### src/rtl/piece_sprite_pipe.sv
// Chess-piece sprite renderer: frame-latched placement, sprite ROM addressing,
// latency-matched palette lookup and a blinking inverse-colour highlight.
module piece_sprite_pipe #(
    parameter  int SPRITE_DIM   = 55,
    parameter  int NUM_TYPES    = 6,
    parameter  int IDX_W        = 4,
    parameter  int COLOR_W      = 4,
    parameter  int ROM_LAT      = 1,
    parameter  int TRANSP_IDX   = 0,
    parameter  int BLINK_FRAMES = 30,
    localparam int TYPE_W       = (NUM_TYPES > 1) ? $clog2(NUM_TYPES) : 1,
    localparam int ADDR_W       = $clog2(SPRITE_DIM * SPRITE_DIM)
) (
    input  logic               vga_clk,
    input  logic               Reset_n,
    input  logic               frame_start,
    input  logic [9:0]         DrawX,
    input  logic [9:0]         DrawY,
    input  logic [9:0]         offsetX,
    input  logic [9:0]         offsetY,
    input  logic [TYPE_W-1:0]  piece_type,
    input  logic               mirror,
    input  logic               highlight,
    output logic [ADDR_W-1:0]  rom_addr,
    output logic [TYPE_W-1:0]  rom_sel,
    input  logic [IDX_W-1:0]   rom_idx,
    output logic [TYPE_W-1:0]  pal_sel,
    output logic [IDX_W-1:0]   pal_idx,
    input  logic [COLOR_W-1:0] pal_red,
    input  logic [COLOR_W-1:0] pal_green,
    input  logic [COLOR_W-1:0] pal_blue,
    output logic [COLOR_W-1:0] red,
    output logic [COLOR_W-1:0] green,
    output logic [COLOR_W-1:0] blue,
    output logic               sprite_on
);

    localparam logic [9:0]        DIM_M1   = 10'(SPRITE_DIM - 1);
    localparam logic [TYPE_W:0]   NT       = (TYPE_W + 1)'(NUM_TYPES);
    localparam logic [IDX_W-1:0]  TRANSP   = IDX_W'(TRANSP_IDX);
    localparam int                CNT_W    = (BLINK_FRAMES > 1) ? $clog2(BLINK_FRAMES) : 1;
    localparam logic [CNT_W-1:0]  CNT_LAST = CNT_W'(BLINK_FRAMES - 1);

    logic [TYPE_W-1:0]  type_q, type_d;
    logic               mirror_q, mirror_d;
    logic               hl_q, hl_d;
    logic [9:0]         offx_q, offx_d;
    logic [9:0]         offy_q, offy_d;

    logic [9:0]         dx_p0, dy_p0, col_p0;
    logic               in_box_p0;
    logic [ADDR_W-1:0]  addr_p0;

    logic [ADDR_W-1:0]  rom_addr_q;
    logic [TYPE_W-1:0]  rom_sel_q;
    logic               in_box_p1_q;

    logic               in_box_dly_q [ROM_LAT];
    logic [TYPE_W-1:0]  type_dly_q   [ROM_LAT];

    logic [COLOR_W-1:0] red_q, red_d, green_q, green_d, blue_q, blue_d;
    logic               sprite_on_q, sprite_on_d;
    logic               opaque, blink_on;
    logic [COLOR_W-1:0] inv_mask;

    logic [CNT_W-1:0]   cnt_q, cnt_d;
    logic               ph_q, ph_d;

    // The _d shadow values double as this cycle's geometry, so a pixel that
    // coincides with frame_start already sees the new frame's placement.
    always_comb begin
        type_d   = type_q;
        mirror_d = mirror_q;
        hl_d     = hl_q;
        offx_d   = offx_q;
        offy_d   = offy_q;
        if (frame_start) begin
            type_d   = ({1'b0, piece_type} < NT) ? piece_type : '0;
            mirror_d = mirror;
            hl_d     = highlight;
            offx_d   = offsetX;
            offy_d   = offsetY;
        end
    end

    // Stage 0: bounds test and address math
    always_comb begin
        dx_p0     = DrawX - offx_d;
        dy_p0     = DrawY - offy_d;
        in_box_p0 = (DrawX >= offx_d) && (dx_p0 <= DIM_M1) &&
                    (DrawY >= offy_d) && (dy_p0 <= DIM_M1);
        col_p0    = mirror_d ? (DIM_M1 - dx_p0) : dx_p0;
        addr_p0   = '0;
        if (in_box_p0) begin
            addr_p0 = ADDR_W'(col_p0) + ADDR_W'(dy_p0) * ADDR_W'(SPRITE_DIM);
        end
    end

    always_ff @(posedge vga_clk or negedge Reset_n) begin
        if (!Reset_n) begin
            type_q      <= '0;
            mirror_q    <= 1'b0;
            hl_q        <= 1'b0;
            offx_q      <= '0;
            offy_q      <= '0;
            rom_addr_q  <= '0;
            rom_sel_q   <= '0;
            in_box_p1_q <= 1'b0;
        end else begin
            type_q      <= type_d;
            mirror_q    <= mirror_d;
            hl_q        <= hl_d;
            offx_q      <= offx_d;
            offy_q      <= offy_d;
            // Stage 1: registered ROM request
            rom_addr_q  <= addr_p0;
            rom_sel_q   <= type_d;
            in_box_p1_q <= in_box_p0;
        end
    end

    // Stage 2..ROM_LAT+1: carry in_box and type alongside the ROM access
    always_ff @(posedge vga_clk or negedge Reset_n) begin
        if (!Reset_n) begin
            for (int i = 0; i < ROM_LAT; i++) begin
                in_box_dly_q[i] <= 1'b0;
                type_dly_q[i]   <= '0;
            end
        end else begin
            in_box_dly_q[0] <= in_box_p1_q;
            type_dly_q[0]   <= rom_sel_q;
            for (int i = 1; i < ROM_LAT; i++) begin
                in_box_dly_q[i] <= in_box_dly_q[i-1];
                type_dly_q[i]   <= type_dly_q[i-1];
            end
        end
    end

    // Output stage: transparency and blink inversion
    always_comb begin
        blink_on    = hl_q & ph_q;
        inv_mask    = {COLOR_W{blink_on}};
        opaque      = in_box_dly_q[ROM_LAT-1] && (rom_idx != TRANSP);
        sprite_on_d = opaque;
        red_d       = '0;
        green_d     = '0;
        blue_d      = '0;
        if (opaque) begin
            red_d   = pal_red   ^ inv_mask;
            green_d = pal_green ^ inv_mask;
            blue_d  = pal_blue  ^ inv_mask;
        end
    end

    // Counter restarts whenever highlight is off, so every highlight episode
    // begins with a full un-inverted half-period.
    always_comb begin
        cnt_d = cnt_q;
        ph_d  = ph_q;
        if (!hl_q) begin
            cnt_d = '0;
            ph_d  = 1'b0;
        end else if (frame_start) begin
            if (cnt_q == CNT_LAST) begin
                cnt_d = '0;
                ph_d  = ~ph_q;
            end else begin
                cnt_d = cnt_q + CNT_W'(1);
            end
        end
    end

    always_ff @(posedge vga_clk or negedge Reset_n) begin
        if (!Reset_n) begin
            red_q       <= '0;
            green_q     <= '0;
            blue_q      <= '0;
            sprite_on_q <= 1'b0;
            cnt_q       <= '0;
            ph_q        <= 1'b0;
        end else begin
            red_q       <= red_d;
            green_q     <= green_d;
            blue_q      <= blue_d;
            sprite_on_q <= sprite_on_d;
            cnt_q       <= cnt_d;
            ph_q        <= ph_d;
        end
    end

    assign rom_addr  = rom_addr_q;
    assign rom_sel   = rom_sel_q;
    assign pal_sel   = type_dly_q[ROM_LAT-1];
    assign pal_idx   = rom_idx;
    assign red       = red_q;
    assign green     = green_q;
    assign blue      = blue_q;
    assign sprite_on = sprite_on_q;

endmodule

### config.mk
export PLATFORM = sky130hd
export DESIGN_NAME = piece_sprite_pipe
export DESIGN_NICKNAME = d
export VERILOG_FILES = /design/src/rtl/piece_sprite_pipe.sv
export SDC_FILE = /design/constraint.sdc
export NUM_CORES = 1
export LEC_CHECK = 0
export CAP_MARGIN = 20
export CORE_MARGIN = 3
export CORE_UTILIZATION = 53
export CTS_CLUSTER_DIAMETER = 120
export CTS_CLUSTER_SIZE = 40
export DETAILED_ROUTE_END_ITERATION = 16
export PLACE_DENSITY = 0.88
export SKIP_CTS_REPAIR_TIMING = 1
export SLEW_MARGIN = 20
export SYNTH_ARGS = -nofsm -noshare
export SYNTH_HDL_FRONTEND = slang
export SYNTH_SLANG_ARGS = --single-unit
export TNS_END_PERCENT = 100
### constraint.sdc
create_clock -name vga_clk -period 7.5 [get_ports vga_clk]
set_input_delay 2.25 -clock vga_clk [delete_from_list [all_inputs] [get_ports vga_clk]]
set_output_delay 2.25 -clock vga_clk [all_outputs]
set_load 0.005 [all_outputs]
Yosys cells after proc, flatten, opt, wreduce, memory -nomap -nowiden
Index checks and enable logic that the tools add are counted.
- reductions and logical operators: 6
- mux-type cells: 15
- add/subtract/negate cells: 5
- magnitude comparators: 5
- bitwise logic cells: 5
- div/mod/pow operators: 0
- $mul: 1
- shift operators: 0
- equal/unequal tests: 3
- operators by type and width (kind ; number):
    two-way mux 10 bit ; 3
    >= comparator 10 bit ; 2
    <= comparator 10 x 6 -> 1 bit, second input constant ; 2
    subtractor 10 bit ; 2
    two-way mux 5 bit ; 3
    adder 10 x 12 -> 12 bit ; 1
    multiplier 10 x 6 -> 12 bit, second input constant ; 1
    two-way mux 12 bit ; 1
    two-way mux 4 bit ; 3
    XOR 4 bit ; 3
    subtractor 6 x 10 -> 10 bit, first input constant ; 1
    adder 5 x 1 -> 5 bit, second input constant ; 1
    == test 5 bit, second input constant ; 1
    logical AND 1 bit ; 4
    two-way mux 1 bit ; 4
    nonzero test 4 bit ; 1
    less-than comparator 3 bit, second input constant ; 1
    two-way mux 3 bit ; 1
    != test 2 x 1 -> 1 bit, second input constant ; 1
    != test 2 bit, second input constant ; 1
    AND reduction 2 bit ; 1
    bitwise AND 1 bit ; 1
    NOT 1 bit ; 1
- memories: 0
- memory bits (read-only): 0
- bits of input ports: 64
- latch bits: 0
- bits in registers: 61
- memory bits (writable): 0
- logic and storage cells: 55

Logic depth before layout (Yosys ltp)
Gate-level depths: netlist of the first run.
- depth after elaboration: 7
- gate-level depth with buffers: 26
- depth with buffers taken out: 24

Worst setup path after synthesis of the first run
No wires, ideal clock.
- path type: in2reg
- from: input port frame_start
- to: register rom_addr_q[11] (netlist: rom_addr[11])
- setup slack: -0.884 ns
- arrival time: 8.298 ns
- stages: 24
- data required time: 7.414 ns
- cell sequence: clkbuf_1 clkbuf_1 mux2i_1 ha_1 nor2b_1 o31ai_1 a21o_1 o21bai_1 a21o_1 xor2_1 ha_1 fa_1 fa_1 inv_1 fa_1 inv_1 ha_1 and3_1 a21oi_1 o21ai_0 a31oi_1 xnor3_1 xnor3_1 nor3_1
- word-level cells in the longest chain between the ends: 7
- ends and longest elaborated chain (element ; RTL line ; text):
    start: declaration ; 16 ; input logic frame_start,
    branches (longest 6 deep; another with multiplier 10 x 6 -> 12 bit) ; - ;
    two-way mux 12 bit (*) ; 94 ; if (in_box_p0) begin
    via addr_p0[11] ; 52 ; logic [ADDR_W-1:0] addr_p0;
    end signal: assignment ; 116 ; rom_addr_q <= addr_p0;
    end: declaration ; 54 ; logic [ADDR_W-1:0] rom_addr_q;
Mark *: on every way through the listed nets, which the timed path passes.
A chain may end at the register's enable or synchronous reset.

Worst setup path after layout of the first run
- from: input port offsetY[3]
- to: register rom_addr_q[11] (netlist: rom_addr[11])
- word-level cells in the longest chain between the ends: 5
- ends and longest elaborated chain (element ; RTL line ; text):
    start: declaration ; 20 ; input logic [9:0] offsetY,
    two-way mux 10 bit (*) ; 77 ; if (frame_start) begin
    subtractor 10 bit or >= comparator 10 bit (tied branches) ; 89, 91 ;
    multiplier 10 x 6 -> 12 bit, or another cell as far along ; 95 ; addr_p0 = ADDR_W'(col_p0) + ADDR_W'(dy_p0) * ADDR_W'(SPRITE_DIM);
    adder 10 x 12 -> 12 bit or logical AND 1 bit (tied branches) ; 95, 91 ;
    two-way mux 12 bit (*) ; 94 ;
    via addr_p0[11] ; 52 ;
Mark *: on every way through the listed nets, which the timed path passes. The rest lies on a longest branch.

==> results.py, run 1 <==
metrics = {
    "run_status": {
        "outcome": "finished clean",
    },
    "worst_setup_path": {
        "regToRegEndpoint": "rom_addr[11]$_DFF_PN0_",
        "cp_max_fo": 3,
        "worstReg2RegStart": "offy_q[0]$_DFF_PN0_",
        "rrSetupSlack_ns": 1.81,
        "max_stage_delay_ns": 0.54,
        "cp.arrival_ns": 7.75,
        "critPathKind": "in -> reg",
        "cp_slowest_cell": "fa_1",
        "reg2regPathDepth": 24,
        "critPathRequiredTime_ns": 7.76,
        "crit_chain": "clkdlybuf4s50_1 > mux2i_2 > ha_1 > and3_1 > a221oi_4 > o21bai_1 > a21oi_2 > xnor2_2 > xnor2_1 > ha_1 > fa_1 > fa_1 > inv_2 > fa_1 > inv_2 > ha_4 > and3_4 > a21oi_2 > o21ai_1 > a31oi_1 > xnor3_1 > xnor3_1 > nor3_1",
        "cp-startpoint": "offsetY[3]",
        "start_kind": "input pin",
        "worstSetupEndpointType": "flip-flop",
        "path_common_cell": "fa_1",
    },
    "clock_tree": {
        "cts.clk_slew.worst_paths_ns": 0.08,
        "htree_levels": 3,
        "cts_tree": "built",
        "clockRootBuffer": "clkbuf_8",
        "numCtsBuffers": 9,
        "clock_sinks": 61,
        "cts_buffer_depth": 2,
        "clock_latency_ns": 0.36,
    },
    "placed_design": {
        "dpl.cell_count": 728,
        "io_buffers": 98,
        "gp_congestion": 0.886,
        "dpl_worst_slack_ns": -0.502,
        "dp_hpwl_mm": 9.55,
        "placed_area_um2": 6460,
    },
    "floorplan": {
        "die-height_um": 103,
        "fp.coreArea_um2": 8930,
        "start_util_pct": 55.7,
        "ios": 99,
        "die_w_um": 103,
        "die_area_um2": 10600,
        "rows": 34,
    },
    "timing": {
        "fin_crit_sh_pct": 99.9,
        "setup_viol": 0,
        "fmax_mhz": 134,
        "report.final.hold_viol_count": 0,
        "period_minus_slack_ns": 7.49,
        "worst_pin_slew_ns": 0.849,
        "slew_viol_final": 0,
        "holdWs_ns": 0.364,
        "maxSlewHeadroom_pct": 41.8,
        "setup_ws_ns": 0.00973,
        "finalClockSkew_ns": 0.0106,
    },
    "drt": {
        "drc_errors": 0,
        "vias_per_cell": 5.69,
        "route.met2.wl_mm": 7.61,
        "via_count": 4284,
        "wl_met3_um": 852,
        "drt-pass1-iter-count": 6,
        "wl_met1_mm": 5.60,
        "top_layer": "met4",
        "final_antenna_net_count": 0,
        "routed_wl_mm": 14.6,
        "drt_iter0_markers": 277,
        "wire_per_inst_um": 19.4,
    },
    "min_path": {
        "min_from": "in_box_p1_q$_DFF_PN0_",
        "hold_path_end": "in_box_dly_q$_DFF_PN0_",
        "holdPathStages": 0,
        "hold_class": "reg -> reg",
    },
    "logic_synthesis": {
        "synth_area_um2": 4980,
        "async_flop_share_pct": 100,
        "syn_avg_cell_area_um2": 10.2,
        "synthCells": 490,
        "synth-seq-cells": 61,
        "synth_cell_types": 57,
        "ys.flop_type": "dfrtp_1",
        "ys_seq_area_share_pct": 30.7,
        "synth_edf_count": 0,
        "syn_nets": 634,
        "yosysWarnings": 0,
    },
    "finish": {
        "final_nets": 784,
        "finalNonFillerCells": 753,
        "drive_above_1_share_pct": 18.6,
        "antennaDiodeCount": 0,
        "design_area_um2": 6840,
        "area_growth_pct": 37.4,
    },
    "grt": {
        "grtUsageTotal_pct": 24.7,
        "antenna_found_initial": 0,
        "grt_pass1_wl_mm": 20.5,
        "grt_pass1_vias": 4412,
        "grt_max_degree": 62,
        "overflow": 0,
    },
    "flow_run": {
        "cap_viol_max_count": 0,
    },
}
## critical path: cells and delay by family
family	cells	cell delay (ns)
adders and majority gates	6	2.42
buffers and inverters	3	0.54
muxes	1	0.25
xor gates and xnor gates	4	0.76
AOI/OAI and AO/OA	6	0.95
and+or+nand+nor	3	0.56
## Yosys cell counts (3+ instances only)
| cell | n | share of area (%) |
|---|---|---|
| a21o_1 | 15 | 2.3 |
| a21oi_1 | 11 | 1.1 |
| a31oi_1 | 5 | 0.63 |
| and2_1 | 4 | 0.50 |
| and3_1 | 5 | 0.63 |
| buf_4 | 4 | 0.60 |
| clkbuf_1 | 6 | 0.45 |
| dfrtp_1 | 61 | 31 |
| fa_1 | 25 | 10 |
| ha_1 | 55 | 14 |
| inv_1 | 88 | 6.6 |
| mux2_2 | 3 | 0.68 |
| mux2i_1 | 21 | 4.2 |
| nand2_1 | 18 | 1.4 |
| nand2b_1 | 3 | 0.38 |
| nand3_1 | 5 | 0.50 |
| nor2_1 | 26 | 2.0 |
| nor2b_1 | 9 | 1.1 |
| nor3_1 | 4 | 0.40 |
| nor3_2 | 9 | 1.8 |
| nor4_1 | 3 | 0.38 |
| o2111ai_1 | 3 | 0.53 |
| o211ai_1 | 3 | 0.45 |
| o21a_1 | 3 | 0.45 |
| o21ai_0 | 14 | 1.4 |
| o21bai_1 | 3 | 0.45 |
| xnor2_1 | 22 | 3.9 |
| xnor3_1 | 3 | 1.4 |
| xor2_1 | 26 | 4.6 |
## flip-flops by register name (all words and copies together), names as in the netlist, 3 cells and up
signal and cells:
green 4, blue 4, offx_q 10, rom_sel 3, offy_q 10, rom_addr 12, cnt_q 5, red 4
pal_sel 3
## layer usage
layer	vias up	global-route usage (%)
met1	2081	29.0
li1	1918	-
met5	-	0
met2	223	44.3
met4	0	10.6
met3	62	4.33
## cells by family (layout without fill, tap and decap cells)
family / after synthesis / in the layout / share of synthesized area (%)
buf+inv: 100 / 255 / 7.99
simple gates: 97 / 97 / 10.9
flops: 61 / 61 / 30.7
fa+ha+maj: 80 / 80 / 23.9
mux: 24 / 24 / 4.90
xor+xnor: 53 / 53 / 10.7
compound gates: 75 / 75 / 11.0
## metrics by stage
step | TNS [ns] | utilization (%)
after CTS | -0.193 | 74.3
after floorplan | -0.138 | -
final | 0 | 76.6
after global routing | -0.254 | 76.6
after detailed placement | -1.26 | 72.3
after global placement | -0.681 | 72.3
## layout by cell type (no fill, tap or decap), types with 6 or more instances in the layout
| cell type | instances |
|---|---|
| a21o_1 | 14 |
| a21oi_1 | 8 |
| buf_4 | 52 |
| clkbuf_8 | 9 |
| clkdlybuf4s50_1 | 93 |
| dfrtp_1 | 61 |
| fa_1 | 24 |
| ha_1 | 49 |
| ha_4 | 6 |
| inv_1 | 84 |
| mux2i_1 | 15 |
| nand2_1 | 18 |
| nor2_1 | 26 |
| nor2b_1 | 9 |
| nor3_2 | 9 |
| o21ai_0 | 13 |
| xnor2_1 | 20 |
| xor2_1 | 23 |
## worst max-delay path by stage
stage / end / slack [ns] / cells after the start
3_3_place_gp: rom_addr[11]$_DFF_PN0_ / -0.32 / 25
4_1_cts: rom_addr[11]$_DFF_PN0_ / -0.18 / 25
6_report: rom_addr[11]$_DFF_PN0_ / 0.01 / 23
5_1_grt: rom_addr[11]$_DFF_PN0_ / -0.21 / 23
2_1_floorplan: rom_addr[11]$_DFF_PN0_ / -0.14 / 26
3_5_place_dp: rom_addr[11]$_DFF_PN0_ / -0.50 / 25
## layout make-up
cell class	instances	area, µm²
clock buffer	9	124
clock inverter	7	51.3
fill	514	2090
inverter	88	330
multi-input combinational	329	3290
sequential	61	1530
tap	108	135
timing repair buffer	151	1390
Power of run 1 is not shown: default switching activity piles up to over one toggle a cycle in this logic, so the estimate is an artifact.
==> inputs of run 2 (changes only) <==
--- a/config.mk
+++ b/config.mk
@@ -5,9 +5,10 @@
 export SDC_FILE = /design/constraint.sdc
 export NUM_CORES = 1
 export LEC_CHECK = 0
+export ABC_AREA = 1
 export CAP_MARGIN = 20
 export CORE_MARGIN = 3
-export CORE_UTILIZATION = 53
+export CORE_UTILIZATION = 54
 export CTS_CLUSTER_DIAMETER = 120
 export CTS_CLUSTER_SIZE = 40
 export DETAILED_ROUTE_END_ITERATION = 16
==> run 2 against run 1 <==
Clock skew increased by 0.0036 ns. Register-to-register slack improved by 0.56 ns. Setup slack improved by 0.24 ns. Via count increased by 15%. Critical path depth increased by 7. Critical endpoint is now rom_addr[10]$_DFF_PN0_. Wire length decreased by 6.7%.
==> results.py, run 2 <==
metrics = {
    "finish": {
        "area_growth_pct": 34.7,
        "fillers": 660,
        "final_nets": 961,
        "design_area_um2": 7070,
        "final_common_cell": "inv_1",
        "finalNonFillerCells": 951,
        "drive_above_1_share_pct": 16.7,
        "antennaDiodeCount": 0,
        "layout.cells.most_common_list": "inv_1 (140), nand2_1 (122), clkdlybuf4s50_1 (96)",
        "largest_reg_flops": 12,
    },
    "logic_synthesis": {
        "synth-simple-area-share_pct": 21.8,
        "ys_seq_area_share_pct": 29.1,
        "synth_top_family_by_area": "adder cells",
        "synth_most_common_cell": "inv_1",
        "synthAdderAreaFrac_pct": 22.6,
        "synthMuxAreaShare_pct": 0,
        "synth_top_area_cell": "dfrtp_1",
        "synth_top_area_share_pct": 29.1,
        "syn_nets": 803,
        "synthXorXnorAreaFrac_pct": 7.13,
        "synth_area_um2": 5250,
        "synth_common_cells": "inv_1 (141), nand2_1 (122), dfrtp_1 (61)",
        "synth_compound_area_share_pct": 7.70,
        "synthCells": 659,
        "ys.flop_type": "dfrtp_1",
        "synth_edf_count": 0,
        "syn_avg_cell_area_um2": 7.97,
        "yosysWarnings": 0,
        "yosys-top-cells-area": "dfrtp_1 (29%), ha_1 (13%), inv_1 (10%)",
        "synth_cell_types": 38,
        "synth-seq-cells": 61,
        "async_flop_share_pct": 100,
    },
    "grt": {
        "overflow": 0,
        "grt_max_degree": 62,
        "grt_pass1_vias": 5210,
        "grt_pass1_wl_mm": 23.0,
        "antenna_found_initial": 0,
        "grtUsageTotal_pct": 25.4,
    },
    "worst_setup_path": {
        "max_stage_delay_ns": 0.54,
        "worstSetupEndpointType": "flip-flop",
        "critPathKind": "in -> reg",
        "worstReg2RegStart": "offy_q[0]$_DFF_PN0_",
        "cp_slowest_cell": "fa_1",
        "rrSetupSlack_ns": 2.37,
        "cpLargestDelayFamily": "adder cells",
        "regToRegEndpoint": "rom_addr[11]$_DFF_PN0_",
        "reg2regPathDepth": 29,
        "cp.arrival_ns": 7.48,
        "critPathRequiredTime_ns": 7.73,
        "cp_max_fo": 5,
        "path_common_cell": "nand2_1",
        "start_kind": "input pin",
        "path_buf_inv": 7,
    },
    "drt": {
        "wire_per_inst_um": 14.4,
        "drt_iter0_markers": 229,
        "drc_errors": 0,
        "vias_per_cell": 5.17,
        "drt-pass1-iter-count": 5,
        "final_antenna_net_count": 0,
        "via_count": 4914,
        "routed_wl_mm": 13.6,
    },
    "clock_tree": {
        "cts.clk_slew.worst_paths_ns": 0.07,
        "cts_tree": "built",
        "clock_latency_ns": 0.35,
        "clockRootBuffer": "clkbuf_8",
        "cts_buffer_depth": 2,
        "numCtsBuffers": 9,
        "clock_sinks": 61,
        "htree_levels": 3,
    },
    "floorplan": {
        "die_area_um2": 10900,
        "fp.coreArea_um2": 9330,
        "rows": 35,
        "ios": 99,
        "die-height_um": 105,
        "die_w_um": 105,
        "start_util_pct": 56.3,
    },
    "placed_design": {
        "placed_area_um2": 6780,
        "dpl_worst_slack_ns": -0.565,
        "dpl.cell_count": 934,
        "dp_hpwl_mm": 10.8,
        "gp_congestion": 0.904,
        "io_buffers": 98,
    },
    "flow_run": {
        "cap_viol_max_count": 0,
    },
    "timing": {
        "finalClockSkew_ns": 0.0141,
        "rsz0062_at_grt": "true",
        "setup_ws_ns": 0.247,
        "report.final.hold_viol_count": 0,
        "fmax_mhz": 138,
        "worst_pin_slew_ns": 0.764,
        "slew_viol_final": 0,
        "period_minus_slack_ns": 7.25,
        "fin_crit_sh_pct": 96.7,
        "maxSlewHeadroom_pct": 49.1,
        "setup_viol": 0,
    },
    "min_path": {
        "min_from": "in_box_p1_q$_DFF_PN0_",
        "hold_path_end": "in_box_dly_q$_DFF_PN0_",
        "hold_class": "reg -> reg",
        "holdPathStages": 0,
    },
    "run_status": {
        "outcome": "finished clean",
    },
}
run 2: cell count changes in the layout (fill, tap and decap cells not counted), sizes merged, moves of 19 or more:
cell / delta
nand2: +113
or2: +19
nor2: +24
inv: +57
nand3: +30
mux2i: -21
run 2: layer usage:
metal / part of all wire, % / routed length, µm / up-vias / track usage (%)
met3: 4.6 / 626 / 40 / 3.95
li1: - / - / 2352 / -
met1: 40 / 5440 / 2357 / 28.0
met2: 52 / 7140 / 165 / 49.1
met5: 0 / 0 / - / 0
met4: 3.3 / 444 / 0 / 9.00
run 2: worst max-delay path by stage:
stage	startpoint	endpoint	slack, ns	depth (start not counted)
after floorplan	frame_start	rom_addr[9]$_DFF_PN0_	0.11	29
after global placement	frame_start	rom_addr[9]$_DFF_PN0_	-0.25	27
after detailed placement	frame_start	rom_addr[9]$_DFF_PN0_	-0.56	29
after CTS	frame_start	rom_addr[9]$_DFF_PN0_	-0.33	27
after global routing	offsetY[2]	rom_addr[9]$_DFF_PN0_	-0.05	28
final	offsetY[2]	rom_addr[10]$_DFF_PN0_	0.25	30
run 2: area by class of cell:
class	count	area [µm²]	share of cell area, %
repair buffers	159	1440	20.3
multi-input cells	441	3170	44.8
clock buffers	10	138	1.95
well taps	129	161	2.28
clock inverters	6	93.8	1.33
flip-flops and latches	61	1530	21.6
inverters	145	544	7.70
run 2: worst reg2reg max path, delay by kind of cell (launching register included):
family,cells,cell delay [ns]
simple gates,14,1.29
xor+xnor,2,0.44
buf+inv,5,0.29
flops,1,0.37
compound gates,1,0.16
fa+ha+maj,7,2.52
run 2: cell families (layout without fill, tap and decap cells):
family,after synthesis,in the layout
xor gates and xnor gates,41,41
AOI/OAI and AO/OA,69,69
DFF,61,61
and+or+nand+nor,251,251
adders and majority gates,80,80
buffers and inverters,157,320
run 2: through the flow:
stage / hold slack [ns] / TNS [ns] / util, %
CTS: 0.363 / -0.804 / 75.1
finish: 0.364 / 0 / 75.8
detailed placement: 0.339 / -2.03 / 72.6
global route: 0.377 / -0.0832 / 75.8
global placement: 0.334 / -0.744 / 72.6
floorplan: 0.331 / 0 / -
Power of run 2 is left out for the same reason.
==> inputs of run 3 (changes only) <==
--- a/config.mk
+++ b/config.mk
@@ -12,10 +12,11 @@
 export CTS_CLUSTER_DIAMETER = 120
 export CTS_CLUSTER_SIZE = 40
 export DETAILED_ROUTE_END_ITERATION = 16
+export GPL_TIMING_DRIVEN = 0
 export PLACE_DENSITY = 0.88
 export SKIP_CTS_REPAIR_TIMING = 1
 export SLEW_MARGIN = 20
 export SYNTH_ARGS = -nofsm -noshare
 export SYNTH_HDL_FRONTEND = slang
 export SYNTH_SLANG_ARGS = --single-unit
-export TNS_END_PERCENT = 100
+export TNS_END_PERCENT = 10
==> run 3 against run 2 <==
Sequential cell count is the same. Maximum frequency down 0.16%. Critical path depth decreased by 2. Global-route usage fell by 1.6 points. Count of clock-buffer cells in the layout down 1. Wire length fell by 6.3%. Die area is the same. First-iteration DRC count is 27% lower. Highest routed layer unchanged. Cell count is 4.6% lower. Hold slack better by 0.0054 ns. Largest cell class unchanged. Sequential share of layout area grew 0.81 points.
==> results.py, run 3 (synthesis gave the netlist of run 2 again) <==
metrics = {
    "floorplan": {
        "rows": 35,
        "ios": 99,
        "die-height_um": 105,
        "die_area_um2": 10900,
        "die_w_um": 105,
        "start_util_pct": 56.3,
        "fp.coreArea_um2": 9330,
    },
    "clock_tree": {
        "htree_levels": 3,
        "cts_buffer_depth": 2,
        "cts.clk_slew.worst_paths_ns": 0.08,
        "cts_tree": "built",
        "clock_sinks": 61,
        "numCtsBuffers": 9,
        "clockRootBuffer": "clkbuf_8",
        "clock_latency_ns": 0.35,
    },
    "drt": {
        "vias_per_cell": 5.10,
        "routed_wl_mm": 12.8,
        "final_antenna_net_count": 0,
        "via_count": 4628,
        "drc_errors": 0,
        "wire_per_inst_um": 14.1,
        "drt-pass1-iter-count": 7,
        "drt_iter0_markers": 167,
    },
    "worst_setup_path": {
        "start_kind": "input pin",
        "cp_max_fo": 6,
        "path_common_cell": "nand2_1",
        "worstSetupEndpointType": "flip-flop",
        "rrSetupSlack_ns": 2.25,
        "critPathKind": "in -> reg",
        "cp_slowest_cell": "fa_1",
        "cp.arrival_ns": 7.51,
        "critPathRequiredTime_ns": 7.74,
        "max_stage_delay_ns": 0.54,
    },
    "run_status": {
        "outcome": "finished clean",
    },
    "grt": {
        "grt_pass1_vias": 4777,
        "grt_max_degree": 62,
        "overflow": 0,
        "grt_pass1_wl_mm": 21.4,
        "antenna_found_initial": 0,
        "grtUsageTotal_pct": 23.8,
    },
    "placed_design": {
        "io_buffers": 97,
        "gp_congestion": 0.884,
        "dpl.cell_count": 886,
        "dpl_worst_slack_ns": -0.718,
        "dp_hpwl_mm": 10.1,
    },
    "timing": {
        "report.final.hold_viol_count": 0,
        "finalClockSkew_ns": 0.0114,
        "tns_ns": 0,
        "setup_viol": 0,
        "period_minus_slack_ns": 7.26,
        "worst_pin_slew_ns": 0.880,
        "fin_crit_sh_pct": 96.9,
        "fmax_mhz": 138,
        "setup_ws_ns": 0.236,
        "maxSlewHeadroom_pct": 40.6,
        "rsz0062_at_grt": "true",
        "slew_viol_final": 0,
    },
    "finish": {
        "layout.cells.most_common_list": "inv_1 (140), nand2_1 (119), clkdlybuf4s50_1 (96)",
        "finalNonFillerCells": 907,
        "area_growth_pct": 29.8,
        "final_nets": 917,
        "largest_reg_flops": 12,
        "drive_above_1_share_pct": 13.9,
        "antennaDiodeCount": 0,
        "final_core_util_pct": 73.1,
        "final_common_cell": "inv_1",
    },
    "min_path": {
        "hold_class": "reg -> reg",
    },
    "flow_run": {
        "cap_viol_max_count": 0,
    },
}
run 3: changes by cell type in the layout (fill, tap and decap cells not counted), sizes merged:
cell / delta
buf: -47
clkinv: +2
dlymetal6s2s: -1
clkbuf: +3
bufinv: -1
run 3: routing by layer:
| metal | routed length (µm) | track usage (%) |
|---|---|---|
| met1 | 5280 | 28.5 |
| met2 | 6570 | 44.2 |
| met3 | 723 | 3.58 |
| met4 | 215 | 6.75 |
| met5 | 0 | 0 |
run 3: worst paths after layout:
check                                       from  depth (start not counted)                     end
setup / recovery                      offsetY[2]                         28   rom_addr[9]$_DFF_PN0_
hold / removal             in_box_p1_q$_DFF_PN0_                          0  in_box_dly_q$_DFF_PN0_
setup reg to reg             offy_q[0]$_DFF_PN0_                         26   rom_addr[9]$_DFF_PN0_
hold reg to reg            in_box_p1_q$_DFF_PN0_                          0  in_box_dly_q$_DFF_PN0_
max in group asynchronous                Reset_n                          2   rom_addr[3]$_DFF_PN0_
min in group asynchronous                Reset_n                          2       blue[3]$_DFF_PN0_
run 3: layout make-up:
type	instances	area [µm²]
Tap cell	129	161
Clock inverter	7	73.8
Sequential cell	61	1530
Buffer	12	85.1
Clock buffer	9	124
Multi-Input combinational cell	441	3260
Fill cell	714	2510
Timing Repair Buffer	103	1030
Inverter	145	547
run 3: through the flow:
| step | hold WS [ns] | instance area, µm² |
|---|---|---|
| floorplan | 0.331 | 5250 |
| global placement | 0.335 | 6380 |
| detailed placement | 0.348 | 6410 |
| CTS | 0.367 | 6610 |
| global route | 0.399 | 6820 |
| finish | 0.369 | 6820 |
run 3: worst max-delay path, delay by kind of cell:
family | cells | cell delay [ns]
AO/OA/AOI/OAI | 5 | 0.74
adder cells (fa/ha/maj) | 6 | 2.36
XOR/XNOR | 3 | 0.60
buffers and inverters | 5 | 0.65
AND/OR/NAND/NOR | 9 | 0.90
Power of run 3 is left out for the same reason.
